<file path="src/rtl/pll_lock_sequencer.sv">
// pll_lock_sequencer: qualifies PLL lock and sequences PLL RESETB and the system reset.
// Define PLL_SEQ_LOSS_COUNT_EN to add the saturating o_loss_count lock-loss counter.
module pll_lock_sequencer #(
  parameter int PLL_RST_CYCLES = 4,
  parameter int TIMEOUT_CYCLES = 24000,
  parameter int STABLE_CYCLES  = 1200,
  parameter int HOLD_CYCLES    = 16,
  parameter int CNT_W          = 16
) (
  input  logic       i_clock,
  input  logic       i_reset,
  input  logic       i_pll_locked,
  output logic       o_pll_resetb,
  output logic       o_sys_reset,
  output logic       o_ready,
  output logic [2:0] o_state_dbg
`ifdef PLL_SEQ_LOSS_COUNT_EN
  ,
  output logic [7:0] o_loss_count
`endif
);
  localparam logic [2:0] S_PLL_RST = 3'd0;
  localparam logic [2:0] S_WAIT    = 3'd1;
  localparam logic [2:0] S_STAB    = 3'd2;
  localparam logic [2:0] S_HOLD    = 3'd3;
  localparam logic [2:0] S_RUN     = 3'd4;
  localparam logic [CNT_W-1:0] L_RST  = CNT_W'(PLL_RST_CYCLES - 1);
  localparam logic [CNT_W-1:0] L_WAIT = CNT_W'(TIMEOUT_CYCLES - 1);
  localparam logic [CNT_W-1:0] L_STAB = CNT_W'(STABLE_CYCLES - 1);
  localparam logic [CNT_W-1:0] L_HOLD = CNT_W'(HOLD_CYCLES - 1);

  logic [1:0]       r_sync;
  logic [2:0]       r_state;
  logic [CNT_W-1:0] r_cnt;
  logic             r_pll_resetb;
  logic             r_sys_reset;
  logic             r_ready;
  logic             w_lock;
  logic             w_done;
  logic [2:0]       w_next;
  logic [CNT_W-1:0] w_last;

  assign w_lock = r_sync[1];

  // RUN has no terminal count; the counter simply parks at its last value there.
  always_comb begin
    w_last = (r_state == S_PLL_RST) ? L_RST  :
             (r_state == S_WAIT)    ? L_WAIT :
             (r_state == S_STAB)    ? L_STAB : L_HOLD;
    w_done = (r_cnt == w_last);
    w_next = S_PLL_RST;
    case (r_state)
      S_PLL_RST: w_next = w_done ? S_WAIT : S_PLL_RST;
      S_WAIT:    w_next = w_lock ? S_STAB : (w_done ? S_PLL_RST : S_WAIT);
      S_STAB:    w_next = !w_lock ? S_WAIT : (w_done ? S_HOLD : S_STAB);
      S_HOLD:    w_next = !w_lock ? S_WAIT : (w_done ? S_RUN : S_HOLD);
      S_RUN:     w_next = w_lock ? S_RUN : S_WAIT;
      default:   w_next = S_PLL_RST;
    endcase
  end

  always_ff @(posedge i_clock) begin
    if (i_reset) begin
      r_sync       <= 2'b00;
      r_state      <= S_PLL_RST;
      r_cnt        <= '0;
      r_pll_resetb <= 1'b0;
      r_sys_reset  <= 1'b1;
      r_ready      <= 1'b0;
    end else begin
      r_sync       <= {r_sync[0], i_pll_locked};
      r_state      <= w_next;
      r_cnt        <= (w_next != r_state) ? '0 : (w_done ? r_cnt : r_cnt + 1'b1);
      r_pll_resetb <= (w_next != S_PLL_RST);
      r_sys_reset  <= (w_next != S_RUN);
      r_ready      <= (w_next == S_RUN);
    end
  end

`ifdef PLL_SEQ_LOSS_COUNT_EN
  logic [7:0] r_loss_count;
  always_ff @(posedge i_clock) begin
    if (i_reset)
      r_loss_count <= 8'd0;
    else if (r_state == S_RUN && !w_lock && r_loss_count != 8'hFF)
      r_loss_count <= r_loss_count + 8'd1;
  end
  assign o_loss_count = r_loss_count;
`endif

  assign o_pll_resetb = r_pll_resetb;
  assign o_sys_reset  = r_sys_reset;
  assign o_ready      = r_ready;
  assign o_state_dbg  = r_state;
endmodule

</file>
<file path="config.mk">
export PLATFORM = sky130hd
export DESIGN_NAME = pll_lock_sequencer
export DESIGN_NICKNAME = d
export VERILOG_FILES = /design/src/rtl/pll_lock_sequencer.sv
export SDC_FILE = /design/constraint.sdc
export NUM_CORES = 1
export LEC_CHECK = 0
export ABC_AREA = 1
export CAP_MARGIN = 40
export CORE_MARGIN = 5
export CORE_UTILIZATION = 30
export DETAILED_ROUTE_END_ITERATION = 8
export GPL_ROUTABILITY_DRIVEN = 0
export HOLD_SLACK_MARGIN = 0.15
export SLEW_MARGIN = 20
export SYNTH_ARGS = -nofsm -noshare
export SYNTH_HDL_FRONTEND = slang
export SYNTH_SLANG_ARGS = --single-unit
</file>
<file path="constraint.sdc">
create_clock -name i_clock -period 2.8 [get_ports i_clock]
set_input_delay 0.28 -clock i_clock [delete_from_list [all_inputs] [get_ports i_clock]]
set_output_delay 0.28 -clock i_clock [all_outputs]
set_load 0.01 [all_outputs]
</file>
; Word-level counts from Yosys, hierarchy flattened
; Cells that the tools add are included.
[word_totals]
romBits = 0
ramBits = 0
register_bits = 24
n_memories = 0
latchBits = 0
wordCells = 30
out_inout_bits = 6
[classes]
multipliers = 0
n_eq_ne = 8
magnitude_cmp = 0
bitwise = 0
shifts = 0
n_div = 0
n_reduce_logical = 3
n_mux = 12
addsub = 1
[op_table]
columns = op, count
row1 = 2-to-1 mux 15 bit, 2
row2 = adder 16 x 1 -> 16 bit (second input constant), 1
row3 = == test 16 x 15 -> 1 bit, 1
row4 = case mux 3 bit (5 select lines), 1
row5 = 2-to-1 mux 11 bit, 1
row6 = 2-to-1 mux 3 bit, 3
row7 = == test 3 x 2 -> 1 bit (second input constant), 2
row8 = == test 3 bit (second input constant), 2
row9 = 2-to-1 mux 2 bit, 2
row10 = == test 3 x 1 -> 1 bit (second input constant), 1
row11 = logical NOT 3 bit, 1
row12 = 2-to-1 mux 1 bit, 3
row13 = != test 3 bit, 1
row14 = != test 3 bit (second input constant), 1
row15 = nonzero test 3 bit, 1
row16 = OR reduction 2 bit, 1

; Logic depth before layout (Yosys ltp)
; Gate-level depths: netlist (run 1).
[depth]
word_depth = 10
ltp_mapped = 17
ltp_nobuf = 16

; Worst setup path after synthesis (run 1)
; Ideal clock, no wire load.
[synth_path]
kind = register to register
startpoint = register r_state[2], in the netlist o_state_dbg[2]
endpoint = register r_cnt[2]
slack_ps = 977
arrival_time_ps = 1703
stages_incl_launch_ff = 16
setup_ps = 120
required_time_ps = 2680
path_cell_list = dfxtp_1 -> nor2_2 -> nand2_4 -> nand2_2 -> nand2_2 -> nor2_4 -> nand4_4 -> nand2_2 -> nand2_2 -> nand2_1 -> nand2_1 -> nand2_1 -> nor2_2 -> nand2_4 -> buf_12 -> nor2_4
[synth_via]
elab_chain_cells = 10
[synth_rtl]
columns = item, line_no
row1 = start: declaration, 33  ; logic [2:0] r_state;
row2 = start signal: assignment, 72  ; r_state <= w_next;
row3 = == test 3 x 2 -> 1 bit, "49, 52"
row4 = 2-to-1 mux 11 bit, 49  ; (r_state == S_STAB) ? L_STAB : L_HOLD;
row5 = 2-to-1 mux 15 bit, 48  ; (r_state == S_WAIT) ? L_WAIT :
row6 = 2-to-1 mux 15 bit, 47  ; w_last = (r_state == S_PLL_RST) ? L_RST :
row7 = == test 16 x 15 -> 1 bit, 50  ; w_done = (r_cnt == w_last);
row8 = "2-to-1 mux 3 bit, or another cell as far along (2 in a row)", 56  ; S_HOLD: w_next = !w_lock ? S_WAIT : (w_done ? S_RUN : S_HOLD);
row9 = case mux 3 bit (5 select lines), 52  ; case (r_state)
row10 = != test 3 bit, 73  ; r_cnt <= (w_next != r_state) ? '0 : (w_done ? r_cnt : r_cnt + 1'b1);
row11 = OR reduction 2 bit (no line), n/a
row12 = end signal: assignment, 73
row13 = end: declaration, 34  ; logic [CNT_W-1:0] r_cnt;
; Parallel ways exist; a longest one is shown, timed or not.
; A chain may end at the register's enable or synchronous reset.

; Worst setup path in the final report (run 1)
[layout_path]
startpoint = register r_cnt[0]
endpoint = register r_cnt[11]
[layout_via]
elab_chain_cells = 6
[layout_rtl]
columns = item, line_no
row1 = == test 16 x 15 -> 1 bit, 50
row2 = "2-to-1 mux 3 bit, or another cell as far along (2 in a row)", 56
row3 = case mux 3 bit (5 select lines), 52
row4 = != test 3 bit, 73
row5 = OR reduction 2 bit (no line), n/a
; Parallel ways exist; a longest one is shown, timed or not.

==> flow_summary_export.csv, run 1 <==
group,metric,value,unit
grt,grt_max_degree,17,
sta,finalMaxSlewViolations,0,
synthesis,synthCells,200,
power_and_ir_drop,pwr-share-clk,0.231,
job,drv_cap,0,
sta,setup_viol,0,
critical_path,cp.arrival,2.27,ns
clock_tree,numCtsBuffers,3,
critical_path,crit_path_max_fanout,16,
critical_path,critPathRequiredTime,2.94,ns
critical_path,timing.critical_path.cells,"ha_1, nand2_1, nor2_1, nand2_1, nor2_4, nand4_4, nand2_2, nand2_2, nand2_1, nand2_1, nand2_1, nor2_2, nand2_4, nor2_1",
sta,setup_tns,0,ns
layout,fin_cells,277,
layout,area_growth,12.72,%
clock_tree,cts_hold_buf,0,
layout,fin_util,0.3497,
clock_tree,clkLatencyLatePin,0.26,ns
power_and_ir_drop,p_int,0.5561,mW
synthesis,yosys_warnings,0,
routing,drc,0,
outcome,status,"finished, final reports clean",
synthesis,syn_area,1475,sq um
critical_path,start_kind,"register",
critical_path,cpLargestDelayFamily,"simple AND/OR/NAND/NOR gates",
grt,grt_pass1_vias,1131,
sta,fin_crit,2.129,ns
power_and_ir_drop,leakage,0.6173,nW
synthesis,synth.distinct_cells,28,
sta,hold_slack,0.4111,ns
layout,diodes,0,
synthesis,synth.yosys.seq_area_share,0.3257,
critical_path,cp_common_cell,"nand2_1",
clock_tree,cts_sinks,24,
routing,wl_per_cell,9.729,microns
grt,antenna_found_initial,0,
synthesis,ys_seq_elements,24,
place,placed_cells,274,
critical_path,crit_slowest_cell,"dfxtp_1",
layout,fillCellCount,530,
floorplanning,dieArea,6419,sq um
routing,dr.pass1.iters,4,
clock_tree,clockBufferDepth,2,
routing,via_per_inst,4.213,
synthesis,syn_nets,204,
routing,vias,1167,
synthesis,avgSynthCellArea,7.376,sq um
sta,hold_viol,0,
grt,grt_pass1_wl,5.009,mm
power_and_ir_drop,power.density,514.7,nW/um^2
layout,drive_gt1_frac,0.1857,
power_and_ir_drop,power_switching,0.2998,mW
floorplanning,num_rows,25,
grt,track_usage,0.09801,
hold_path,hold_class,"reg2reg",
floorplanning,die_h,80.12,microns
clock_tree,cts.repair.resized,0,
sta,rsz0062_at_grt,"false",
critical_path,cp_num_buf_inv,0,
clock_tree,cts_root_buf,"clkbuf_8",
sta,max_freq,469.8,MHz
routing,drtIter0Drc,72,
floorplanning,fp.dieW,80.12,microns
critical_path,slowest_delay,0.39,ns
sta,worst_slew_pin_slew,0.3652,ns
place,portBuffers,8,
floorplanning,core,4755,sq um
sta,fin_skew,0.002608,ns
critical_path,critPathKind,"reg2reg",
sta,fin_crit_sh,0.7603,
floorplanning,start_util,0.3103,
routing,drtAntennaViolNets,0,
place,post-dp-hpwl,2.199,mm
routing,routed_wl,2.695,mm
critical_path,cp-end-kind,"register",
clock_tree,cts_tree,"yes",
sta,slew_headroom,0.7563,
grt,grt_overflow_total,0,
clock_tree,post_cts_buffers,0,
floorplanning,ioPinCount,9,
power_and_ir_drop,total_power,0.8559,mW
power_and_ir_drop,seqPwrFrac,0.450,
clock_tree,htreeDepth,1,
power_and_ir_drop,swShare,0.3502,
power_and_ir_drop,ir_worst_vdd,0.0002924,V
power_and_ir_drop,combPwrFrac,0.319,
layout,nets,216,
clock_tree,cts.clk_slew.worst_paths,0.08,ns
-- kinds of logic after synthesis --
logic type               Yosys count  synth area share
XOR/XNOR                          14           0.08312
buffers and inverters             37            0.1060
flip-flops                        24            0.3257
adder cells (fa/ha/maj)            1          0.008480
AO/OA/AOI/OAI                      8           0.03818
AND/OR/NAND/NOR                  115            0.4309
multiplexers                       1          0.007633
-- cell usage in the layout, fill, tap and decap left out, drive strengths merged --
| master | instances |
|---|---|
| nor3 | 9 |
| nor4 | 2 |
| clkdlybuf4s50 | 8 |
| inv | 35 |
| and3 | 1 |
| xor2 | 14 |
| buf | 1 |
| dfxtp | 24 |
| nand2 | 49 |
| mux2 | 1 |
| nand4 | 5 |
| nor2 | 39 |
| a31oi | 1 |
| o21a | 1 |
| o21ai | 3 |
| nand3 | 10 |
| o2111ai | 1 |
| ha | 1 |
| a211oi | 1 |
| clkbuf | 3 |
| o31ai | 1 |
-- per-layer routing --
layer	GRT usage	up-vias	wire length [microns]
met5	0	-	0
met4	0.03885	0	21
met3	0.01794	4	66
met2	0.1565	7	1216
met1	0.1299	515	1391
li1	-	641	-
-- state kept, by name, indices dropped and copies added, names as in the netlist --
register,count
o_pll_resetb,1
o_ready,1
o_state_dbg,3
o_sys_reset,1
r_cnt,16
r_sync,2
-- power by group through the flow --
| stage | clock network [mW] | logic [mW] | registers [mW] |
|---|---|---|---|
| 2_1_floorplan | 0 | 0.245 | 0.392 |
| 3_3_place_gp | 0 | 0.277 | 0.394 |
| 3_5_place_dp | 0 | 0.277 | 0.393 |
| 4_1_cts | 0.210 | 0.278 | 0.386 |
| 5_1_grt | 0.225 | 0.308 | 0.391 |
| 6_report | 0.197 | 0.273 | 0.385 |
-- synth_stat cells --
cell	n	share of area
o21ai_0	2	0.0068
nand2_2	8	0.034
nand2_4	3	0.023
buf_2	1	0.0034
nor3_1	9	0.031
o21a_1	1	0.0051
o31ai_1	1	0.0051
o21ai_2	1	0.0059
nand3_2	2	0.014
a31oi_1	1	0.0042
o2111ai_1	1	0.0059
and3_1	1	0.0042
xor2_1	14	0.083
dfxtp_1	24	0.33
inv_1	31	0.079
ha_1	1	0.0085
nor2_1	24	0.061
a211oi_1	1	0.0051
nor2_2	4	0.017
buf_12	1	0.014
nand3_1	8	0.027
nand4_1	4	0.017
inv_2	4	0.010
nor4_1	2	0.0085
nand4_4	1	0.014
nor2_4	11	0.084
nand2_1	38	0.097
mux2_2	1	0.0076
-- path summary, 6_finish.rpt --
path	startpoint	end	slack, ns	cells past startpoint
max	r_cnt[0]	r_cnt[11]	0.67	14
min	r_sync[0]	r_sync[1]	0.41	2
max reg2reg	r_cnt[0]	r_cnt[11]	0.67	14
min reg2reg	r_sync[0]	r_sync[1]	0.41	2
-- tightest hold or removal path, delay by kind of cell, from the launching register on --
kind / cells / cell delay [ns]
buffers and inverters: 1 / 0.04
flip-flops: 1 / 0.30
AND/OR/NAND/NOR: 1 / 0.03
-- through the flow --
stage	cell area [sq um]	setup slack, ns
after floorplan	1475	0.9772
after global placement	1622	0.6743
after detailed placement	1622	0.6793
after CTS	1663	0.6409
after global routing	1663	0.4207
final	1663	0.6713
-- layout make-up --
cell class | count | area (sq um) | area share
Clock buffer | 3 | 41.29 | 0.02483
Inverter | 35 | 131.4 | 0.07901
Multi-Input combinational cell | 139 | 838.3 | 0.5041
Sequential cell | 24 | 480.5 | 0.2889
Tap cell | 67 | 83.83 | 0.05041
Timing Repair Buffer | 9 | 87.58 | 0.05267
No activity file was read; power rests on OpenSTA's default activity.
==> run 2: changes to the inputs <==
clock period = 1.9 ns   (was 2.8 ns; I/O delays follow)
==> flow_summary_export.csv, run 2 (synthesized netlist as in run 1, its figures left out) <==
group,metric,value,unit
outcome,status,"finished, final reports clean",
layout,regMostFlops,"r_cnt",
sta,setup_tns,0,ns
layout,multi_input_area,885.9,sq um
critical_path,cpLargestDelayFamily,"simple AND/OR/NAND/NOR gates",
layout,drive_gt1_frac,0.3275,
power_and_ir_drop,power.density,771.3,nW/um^2
sta,worst_slew_pin_slew,0.3142,ns
sta,fin_skew,0.001933,ns
clock_tree,numCtsBuffers,3,
clock_tree,clkLatencyLatePin,0.26,ns
layout,fin_cells,296,
sta,fin_crit,1.833,ns
routing,drc,0,
layout,diodes,0,
critical_path,critPathRequiredTime,2.07,ns
layout,layout_common_cells,"nand2_1, inv_1, nor2_1",
routing,drtAntennaViolNets,0,
place,post-dp-hpwl,2.345,mm
critical_path,timing.critical_path.cells,"ha_2, nand2_1, nor2_4, nand2_2, nor2_4, nand4_4, buf_4, buf_4, mux2_2, inv_1, nor2_4",
clock_tree,cts.clk_slew.worst_paths,0.09,ns
grt,track_usage,0.1024,
floorplanning,start_util,0.3103,
place,portBuffers,8,
critical_path,crit_path_max_fanout,4,
sta,max_freq,545.5,MHz
layout,nets,234,
clock_tree,cts_sinks,24,
routing,vias,1233,
sta,slew_headroom,0.7883,
grt,grt_pass1_wl,5.264,mm
critical_path,critPathKind,"reg2reg",
power_and_ir_drop,ir_worst_vdd,0.0005762,V
sta,setup_viol,0,
routing,dr.pass1.iters,4,
clock_tree,clockBufferDepth,2,
critical_path,cp.arrival,2.00,ns
layout,final_common_cell,"nand2_1",
grt,grt_pass1_vias,1213,
critical_path,crit_slowest_cell,"dfxtp_2",
clock_tree,htreeDepth,1,
critical_path,cp-end-kind,"register",
floorplanning,core,4755,sq um
layout,fillCellCount,513,
floorplanning,ioPinCount,9,
sta,finalMaxSlewViolations,0,
routing,wl_per_cell,9.919,microns
sta,hold_slack,0.4110,ns
layout,area_growth,28.75,%
critical_path,cp_common_cell,"nor2_4",
job,drv_cap,0,
floorplanning,num_rows,25,
power_and_ir_drop,total_power,1.465,mW
sta,hold_viol,0,
place,placed_cells,284,
layout,largest_register_ffs,16,
layout,seq_area,495.5,sq um
clock_tree,cts_root_buf,"clkbuf_8",
routing,via_per_inst,4.166,
floorplanning,fp.dieW,80.12,microns
grt,grt_max_degree,14,
routing,routed_wl,2.936,mm
sta,fin_crit_sh,0.9648,
power_and_ir_drop,leakage,0.7307,nW
critical_path,slowest_delay,0.34,ns
sta,rsz0062_at_grt,"true",
floorplanning,die_h,80.12,microns
critical_path,cp_num_buf_inv,3,
grt,grt_overflow_total,0,
grt,antenna_found_initial,0,
clock_tree,cts_tree,"yes",
hold_path,hold_class,"reg2reg",
floorplanning,dieArea,6419,sq um
routing,drtIter0Drc,67,
critical_path,start_kind,"register",
-- run 2: changes by cell type in the layout (fill, tap and decap cells not counted), moves of 2 or more --
cell,before,now
buf_12,0,2
buf_4,1,17
nor2_1,24,20
dfxtp_4,0,3
nor2_2,4,6
nand2_2,8,10
nor2_4,11,13
dfxtp_1,24,18
nand2_1,38,36
dfxtp_2,0,3
xor2_2,0,2
xor2_1,14,12
-- run 2: worst register-to-register path, cell delays in order, from the launching register on --
cell     delay (ns)
dfxtp_2        0.34
ha_2           0.18
nand2_1        0.08
nor2_4         0.14
nand2_2        0.09
nor2_4         0.10
nand4_4        0.11
buf_4          0.17
buf_4          0.13
mux2_2         0.26
inv_1          0.09
nor2_4         0.04
-- run 2: per-stage QoR --
stage                     area [sq um]  utilization  worst slack, ns
final                             1899       0.3995          0.06691
after floorplan                   1475            -          0.07722
after global routing              1899       0.3995         -0.08524
after CTS                         1779       0.3742         0.008157
after detailed placement          1722       0.3621         0.007232
after global placement            1722       0.3621          0.01181
-- run 2: path summary, 6_finish.rpt --
| path | cells past startpoint | from | slack (ns) | end |
|---|---|---|---|---|
| worst max-delay path | 11 | r_cnt[0] | 0.07 | r_cnt[1] |
| worst min-delay path | 2 | r_sync[0] | 0.41 | r_sync[1] |
| worst max register to register | 11 | r_cnt[0] | 0.07 | r_cnt[1] |
| worst min register to register | 2 | r_sync[0] | 0.41 | r_sync[1] |
-- run 2: where the power goes --
part	leakage [nW]	total, mW	internal (mW)	switching, mW
logic	0.504	0.553	0.251	0.302
registers	0.198	0.566	0.537	0.0283
clock network	0.0288	0.346	0.185	0.161
total	0.731	1.46	0.973	0.491
-- run 2: repair_timing --
action,CTS,global route
pin swaps,1,10
gates resized for setup,1,21
buffers inserted,0,8
endpoints found under the setup margin,12,16
hold buffers,0,0
-- run 2: per-layer routing --
layer  vias up  global-route usage  share of wire
met5         -                   0              0
met4         0             0.03041         0.0048
li1        673                   -              -
met1       549              0.1357           0.49
met2         9              0.1697           0.48
met3         2             0.01682          0.024
-- run 2: layout make-up --
| type | instances | area share |
|---|---|---|
| multi-input cells | 139 | 0.4664 |
| flip-flops and latches | 24 | 0.2609 |
| repair buffers | 27 | 0.1304 |
| inverters | 35 | 0.06917 |
| well taps | 67 | 0.04414 |
| clock buffers | 4 | 0.02899 |
